`config.mk`:
```
export PLATFORM = sky130hd
export DESIGN_NAME = pulse_stretcher
export DESIGN_NICKNAME = d
export VERILOG_FILES = /design/src/rtl/pulse_stretcher.sv
export SDC_FILE = /design/constraint.sdc
export NUM_CORES = 1
export LEC_CHECK = 0
export BUFFER_PORTS_ARGS = -buffer_cell sky130_fd_sc_hd__buf_2
export CAP_MARGIN = 20
export CORE_ASPECT_RATIO = 1.1
export CORE_MARGIN = 4
export CORE_UTILIZATION = 50
export CTS_CLUSTER_DIAMETER = 80
export DETAILED_ROUTE_END_ITERATION = 7
export PLACE_DENSITY = 0.65
export SYNTH_ARGS = -nofsm -noshare
export SYNTH_HDL_FRONTEND = slang
export SYNTH_SLANG_ARGS = --single-unit
```
`constraint.sdc`:
```
create_clock -name clk -period 3 [get_ports clk]
set_input_delay 0.3 -clock clk [delete_from_list [all_inputs] [get_ports clk]]
set_output_delay 0.3 -clock clk [all_outputs]
set_load 0.02 [all_outputs]
```
`src/rtl/pulse_stretcher.sv`:
```
`default_nettype none
// ============================================================================
//  Module      : pulse_stretcher
//  Description : Turns a one-cycle event (rising edge on entrada) into a
//                fixed-width high level on salida, followed by a forced-low
//                guard gap. One further event can wait in a pending slot;
//                events arriving while that slot is full are reported on
//                dropped.
//  Ports       : clk      in  system clock, all state on posedge
//                reset    in  asynchronous, active-high reset
//                entrada  in  event request, rising edge detected internally
//                salida   out stretched output level (registered)
//                busy     out high while in ACTIVE or GUARD (registered)
//                dropped  out one-cycle pulse, event lost (registered)
//  Revision    : 1.0  initial release
// ============================================================================
module pulse_stretcher #(
   parameter int HOLD_CYCLES  = 5,  // cycles salida stays high per event (>=1)
   parameter int GUARD_CYCLES = 5,  // cycles salida is forced low after a hold (>=1)
   parameter int CNT_W        = 8   // 2**CNT_W > max(HOLD_CYCLES, GUARD_CYCLES)
) (
   input  logic clk,
   input  logic reset,
   input  logic entrada,
   output logic salida,
   output logic busy,
   output logic dropped
);

   localparam logic [1:0] c_IDLE   = 2'd0;
   localparam logic [1:0] c_ACTIVE = 2'd1;
   localparam logic [1:0] c_GUARD  = 2'd2;

   localparam logic [CNT_W-1:0] c_HOLD_LOAD  = CNT_W'(HOLD_CYCLES - 1);
   localparam logic [CNT_W-1:0] c_GUARD_LOAD = CNT_W'(GUARD_CYCLES - 1);
   localparam logic [CNT_W-1:0] c_CNT_ONE    = CNT_W'(1);

   logic [1:0]       r_state;
   logic [CNT_W-1:0] r_cnt;
   logic             r_pending;
   logic             r_prev;
   logic             r_salida;
   logic             r_busy;
   logic             r_dropped;

   logic [1:0]       w_state_nxt;
   logic [CNT_W-1:0] w_cnt_nxt;
   logic             w_pending_nxt;
   logic             w_salida_nxt;
   logic             w_busy_nxt;
   logic             w_dropped_nxt;
   logic             w_ev;
   logic             w_guard_exit;

   assign w_ev         = entrada & ~r_prev;
   // Last GUARD cycle: the pending slot (or a fresh event) is consumed here,
   // so an event in this cycle is merged rather than queued or dropped.
   assign w_guard_exit = (r_state == c_GUARD) && (r_cnt == '0);

   // ------------------------------------------------------------------------
   // State register (also holds counter, pending slot and registered outputs)
   // ------------------------------------------------------------------------
   always_ff @(posedge clk or posedge reset) begin
      if (reset) begin
         r_state   <= c_IDLE;
         r_cnt     <= '0;
         r_pending <= 1'b0;
         r_prev    <= 1'b0;
         r_salida  <= 1'b0;
         r_busy    <= 1'b0;
         r_dropped <= 1'b0;
      end else begin
         r_state   <= w_state_nxt;
         r_cnt     <= w_cnt_nxt;
         r_pending <= w_pending_nxt;
         r_prev    <= entrada;
         r_salida  <= w_salida_nxt;
         r_busy    <= w_busy_nxt;
         r_dropped <= w_dropped_nxt;
      end
   end

   // ------------------------------------------------------------------------
   // Next-state logic
   // ------------------------------------------------------------------------
   always_comb begin
      w_state_nxt   = r_state;
      w_cnt_nxt     = r_cnt;
      w_pending_nxt = r_pending;
      case (r_state)
         c_IDLE: begin
            if (w_ev) begin
               w_state_nxt = c_ACTIVE;
               w_cnt_nxt   = c_HOLD_LOAD;
            end
         end
         c_ACTIVE: begin
            if (r_cnt != '0) begin
               w_cnt_nxt = r_cnt - c_CNT_ONE;
            end else begin
               w_state_nxt = c_GUARD;
               w_cnt_nxt   = c_GUARD_LOAD;
            end
            if (w_ev && !r_pending) begin
               w_pending_nxt = 1'b1;
            end
         end
         c_GUARD: begin
            if (r_cnt != '0) begin
               w_cnt_nxt = r_cnt - c_CNT_ONE;
               if (w_ev && !r_pending) begin
                  w_pending_nxt = 1'b1;
               end
            end else if (r_pending || w_ev) begin
               w_state_nxt   = c_ACTIVE;
               w_cnt_nxt     = c_HOLD_LOAD;
               w_pending_nxt = 1'b0;
            end else begin
               w_state_nxt = c_IDLE;
            end
         end
         default: begin
            w_state_nxt   = c_IDLE;
            w_cnt_nxt     = '0;
            w_pending_nxt = 1'b0;
         end
      endcase
   end

   // ------------------------------------------------------------------------
   // Output logic (values registered on the next edge)
   // ------------------------------------------------------------------------
   always_comb begin
      w_salida_nxt  = (w_state_nxt == c_ACTIVE);
      w_busy_nxt    = (w_state_nxt != c_IDLE);
      // Pending is only ever set outside IDLE, so a full slot implies busy.
      w_dropped_nxt = w_ev && r_pending && !w_guard_exit &&
                      ((r_state == c_ACTIVE) || (r_state == c_GUARD));
   end

   assign salida  = r_salida;
   assign busy    = r_busy;
   assign dropped = r_dropped;

endmodule
`default_nettype wire
```
==> run_results.csv <==
group,metric,value,unit
clock_tree,clock_path_buffers,2,
clock_tree,clk_latency,0.29,ns
detailed_routing,drt.antenna.violating_nets,0,
placement,portBuffers,5,
global_route,grt_pass1_wl,3000,um
die,die_width,48.3,um
worst_setup_path,endpoint_kind,"register",
logic_synthesis,ys.flop_type,"dfrtp_1",
cells_and_area,final_cell_mix,"dfrtp_1 (15), nor2_1 (7), ha_1 (6)",
die,num_rows,15,
cells_and_area,drive_gt1_frac,0.211,
placement,place.gp.congestion,0.755,
detailed_routing,wl_met1,777,um
placement,placedCellCount,108,
sta,clock-skew-final,0.00266,ns
sta,min_period_over_period,0.620,
global_route,grt_max_degree,16,
global_route,grt_pass1_vias,668,
worst_setup_path,cp_slowest_stage_delay,0.41,ns
placement,dp_hpwl,1340,um
logic_synthesis,synth_edf_count,0,
detailed_routing,wirelength,1750,um
global_route,globalRoute.totalOverflow,0,
run_status,status,"finished, final reports clean",
sta,fmax,0.537,GHz
clock_tree,post_cts_resized,0,
logic_synthesis,synth-seq-area-share,0.420,
detailed_routing,drc,0,
detailed_routing,drtIter0Drc,10,
sta,tightestPinTransition,0.582,ns
clock_tree,clkTransAtPathRegs,0.09,ns
logic_synthesis,synthTopCellsByArea,"dfrtp_1 (42%), ha_1 (8.4%), xor2_1 (3.9%), nor2_1 (2.9%), o31ai_1 (2.5%)",
sta,drv_slew,0,
clock_tree,cts_tree,"built",
worst_setup_path,crit_family,"simple AND/OR/NAND/NOR gates",
pwr,leakagePower,0.398,nW
logic_synthesis,async_flop_share,1.00,
logic_synthesis,netlist.area_leader.share,0.420,
worst_setup_path,critPathMaxFanout,7,
detailed_routing,first_pass_iters,4,
cells_and_area,n_antenna_cell,0,
worst_setup_path,crit_chain,"inv_1 > ha_1 > nor3b_2 > nand2_2 > o21ai_2 > nor3_1 > a21o_1",
die,io_pins,6,
sta,finalSetupViolCount,0,
worst_setup_path,critPathSlowestCell,"dfrtp_1",
cells_and_area,final_common_cell,"dfrtp_1",
clock_tree,numCtsBuffers,3,
detailed_routing,routed-wl-met3,31,um
sta,setup_tns,0,ns
pwr,p_per_area,345,nW/um^2
sta,rsz0062_at_grt,"no",
logic_synthesis,yosysWarningCount,0,
die,core,1630,um^2
logic_synthesis,syn_area_per_cell,10.4,um^2
clock_tree,cts_max_level,1,
die,initial_utilization,0.547,
detailed_routing,via_count,683,
min_path,hp-class,"in2async",
logic_synthesis,syn_area,893,um^2
worst_setup_path,required,3.19,ns
pwr,peakVddDrop,0.264,mV
clock_tree,ctsHoldBuffers,0,
cells_and_area,num-fill-cells,147,
logic_synthesis,syn_nets,95,
cells_and_area,final-instance-count-excl-fill,112,
worst_setup_path,critPathKind,"reg2reg",
detailed_routing,avgViaCountPerCell,6.10,
sta,post-route-min-period,1.86,ns
logic_synthesis,synth_cells,86,
sta,max_slew_margin,0.611,
clock_tree,cts_setup_buffers,0,
worst_setup_path,critPathLaunchType,"register",
detailed_routing,avgRoutedWirePerCell,15.6,um
detailed_routing,top_layer,"met4",
detailed_routing,wl_met2,888,um
clock_tree,cts-root-buf,"clkbuf_4",
worst_setup_path,crit_arrival,2.05,ns
die,die_area,2530,um^2
die,dieHeight,52.3,um
cells_and_area,layout.nets,105,
global_route,grt_usage,0.157,
clock_tree,clock-sinks,15,
cells_and_area,syn2layout_area_growth,8.26,%
sta,hold_violations,0,
global_route,antenna_found_initial,0,
worst_setup_path,path_buf_inv,1,
logic_synthesis,ys_ff_latch,15,
logic_synthesis,synthDistinctLibCells,36,
run,drv_cap,0,
logic_synthesis,synth_top_area_cell,"dfrtp_1",
metrics by stage:
stage	utilization	hold WS, ns	setup WS (ns)	total power, W	cell area (um^2)
after global routing	0.592	0.0792	0.931	0.000351	967
after detailed placement	0.575	0.384	1.16	0.000220	940
after global placement	0.575	0.379	1.23	0.000219	940
after CTS	0.592	0.0638	1.14	0.000336	967
final	0.592	0.0554	1.14	0.000334	967
after floorplan	-	0.201	1.37	0.000215	893
cell families after synthesis:
| logic type | after synthesis | share of synthesized area |
|---|---|---|
| flip-flops | 15 | 0.420 |
| adder cells (fa/ha/maj) | 6 | 0.0840 |
| XOR/XNOR | 4 | 0.0392 |
| AND/OR/NAND/NOR | 31 | 0.230 |
| AO/OA/AOI/OAI | 25 | 0.206 |
| buffers and inverters | 5 | 0.0210 |
cell usage after synthesis, types with 2 or more instances:
| master | n |
|---|---|
| dfrtp_1 | 15 |
| a21oi_1 | 2 |
| and2_1 | 2 |
| nand2_1 | 5 |
| o2111ai_1 | 2 |
| nor3_1 | 2 |
| inv_1 | 5 |
| a31oi_1 | 2 |
| nor2_1 | 7 |
| ha_1 | 6 |
| nor2b_1 | 3 |
| o21ai_2 | 2 |
| a21o_1 | 2 |
| o21ai_0 | 3 |
| o211ai_1 | 2 |
| o31ai_1 | 3 |
| xor2_1 | 4 |
registers in the layout (all words and copies together), names as in the netlist:
register,cells
r_cnt,8
r_pending,1
dropped,1
r_state,2
salida,1
r_prev,1
busy,1
worst paths after layout:
path / startpoint / to / slack [ns] / depth (start not counted)
max in group asynchronous: reset / dropped / 2.56 / 2
min in group clk: entrada / r_prev / 0.17 / 1
hold / removal: reset / r_cnt[1] / 0.06 / 2
setup reg to reg: r_cnt[0] / r_cnt[0] / 1.14 / 7
setup / recovery: r_cnt[0] / r_cnt[0] / 1.14 / 7
hold reg to reg: r_cnt[1] / r_cnt[1] / 0.54 / 2
layer usage:
layer  vias up  global-route usage
met1       337               0.186
met5         -                   0
met4         0               0.106
li1        332                   -
met2         7               0.259
met3         7              0.0285
area by class of cell:
class | count | area [um^2] | area share
multi-input combinational | 66 | 499 | 0.516
sequential | 15 | 375 | 0.388
timing repair buffer | 5 | 25.0 | 0.0259
clock buffer | 3 | 22.5 | 0.0233
tap | 17 | 21.3 | 0.0220
inverter | 5 | 18.8 | 0.0194
clock inverter | 1 | 5.00 | 0.00517
worst register-to-register path, stage by stage (launching register included):
cell,delay [ns]
dfrtp_1,0.41
inv_1,0.09
ha_1,0.14
nor3b_2,0.37
nand2_2,0.18
o21ai_2,0.33
nor3_1,0.09
a21o_1,0.16
report_power, final:
group	switching (W)	total (W)	internal, W	leakage, nW
Combinational	0.00000841	0.0000117	0.00000333	0.225
Sequential	0.000000410	0.000204	0.000203	0.155
Clock	0.0000688	0.000118	0.0000496	0.0177
Total	0.0000776	0.000334	0.000256	0.398
Power figures use the tool's default switching activity.
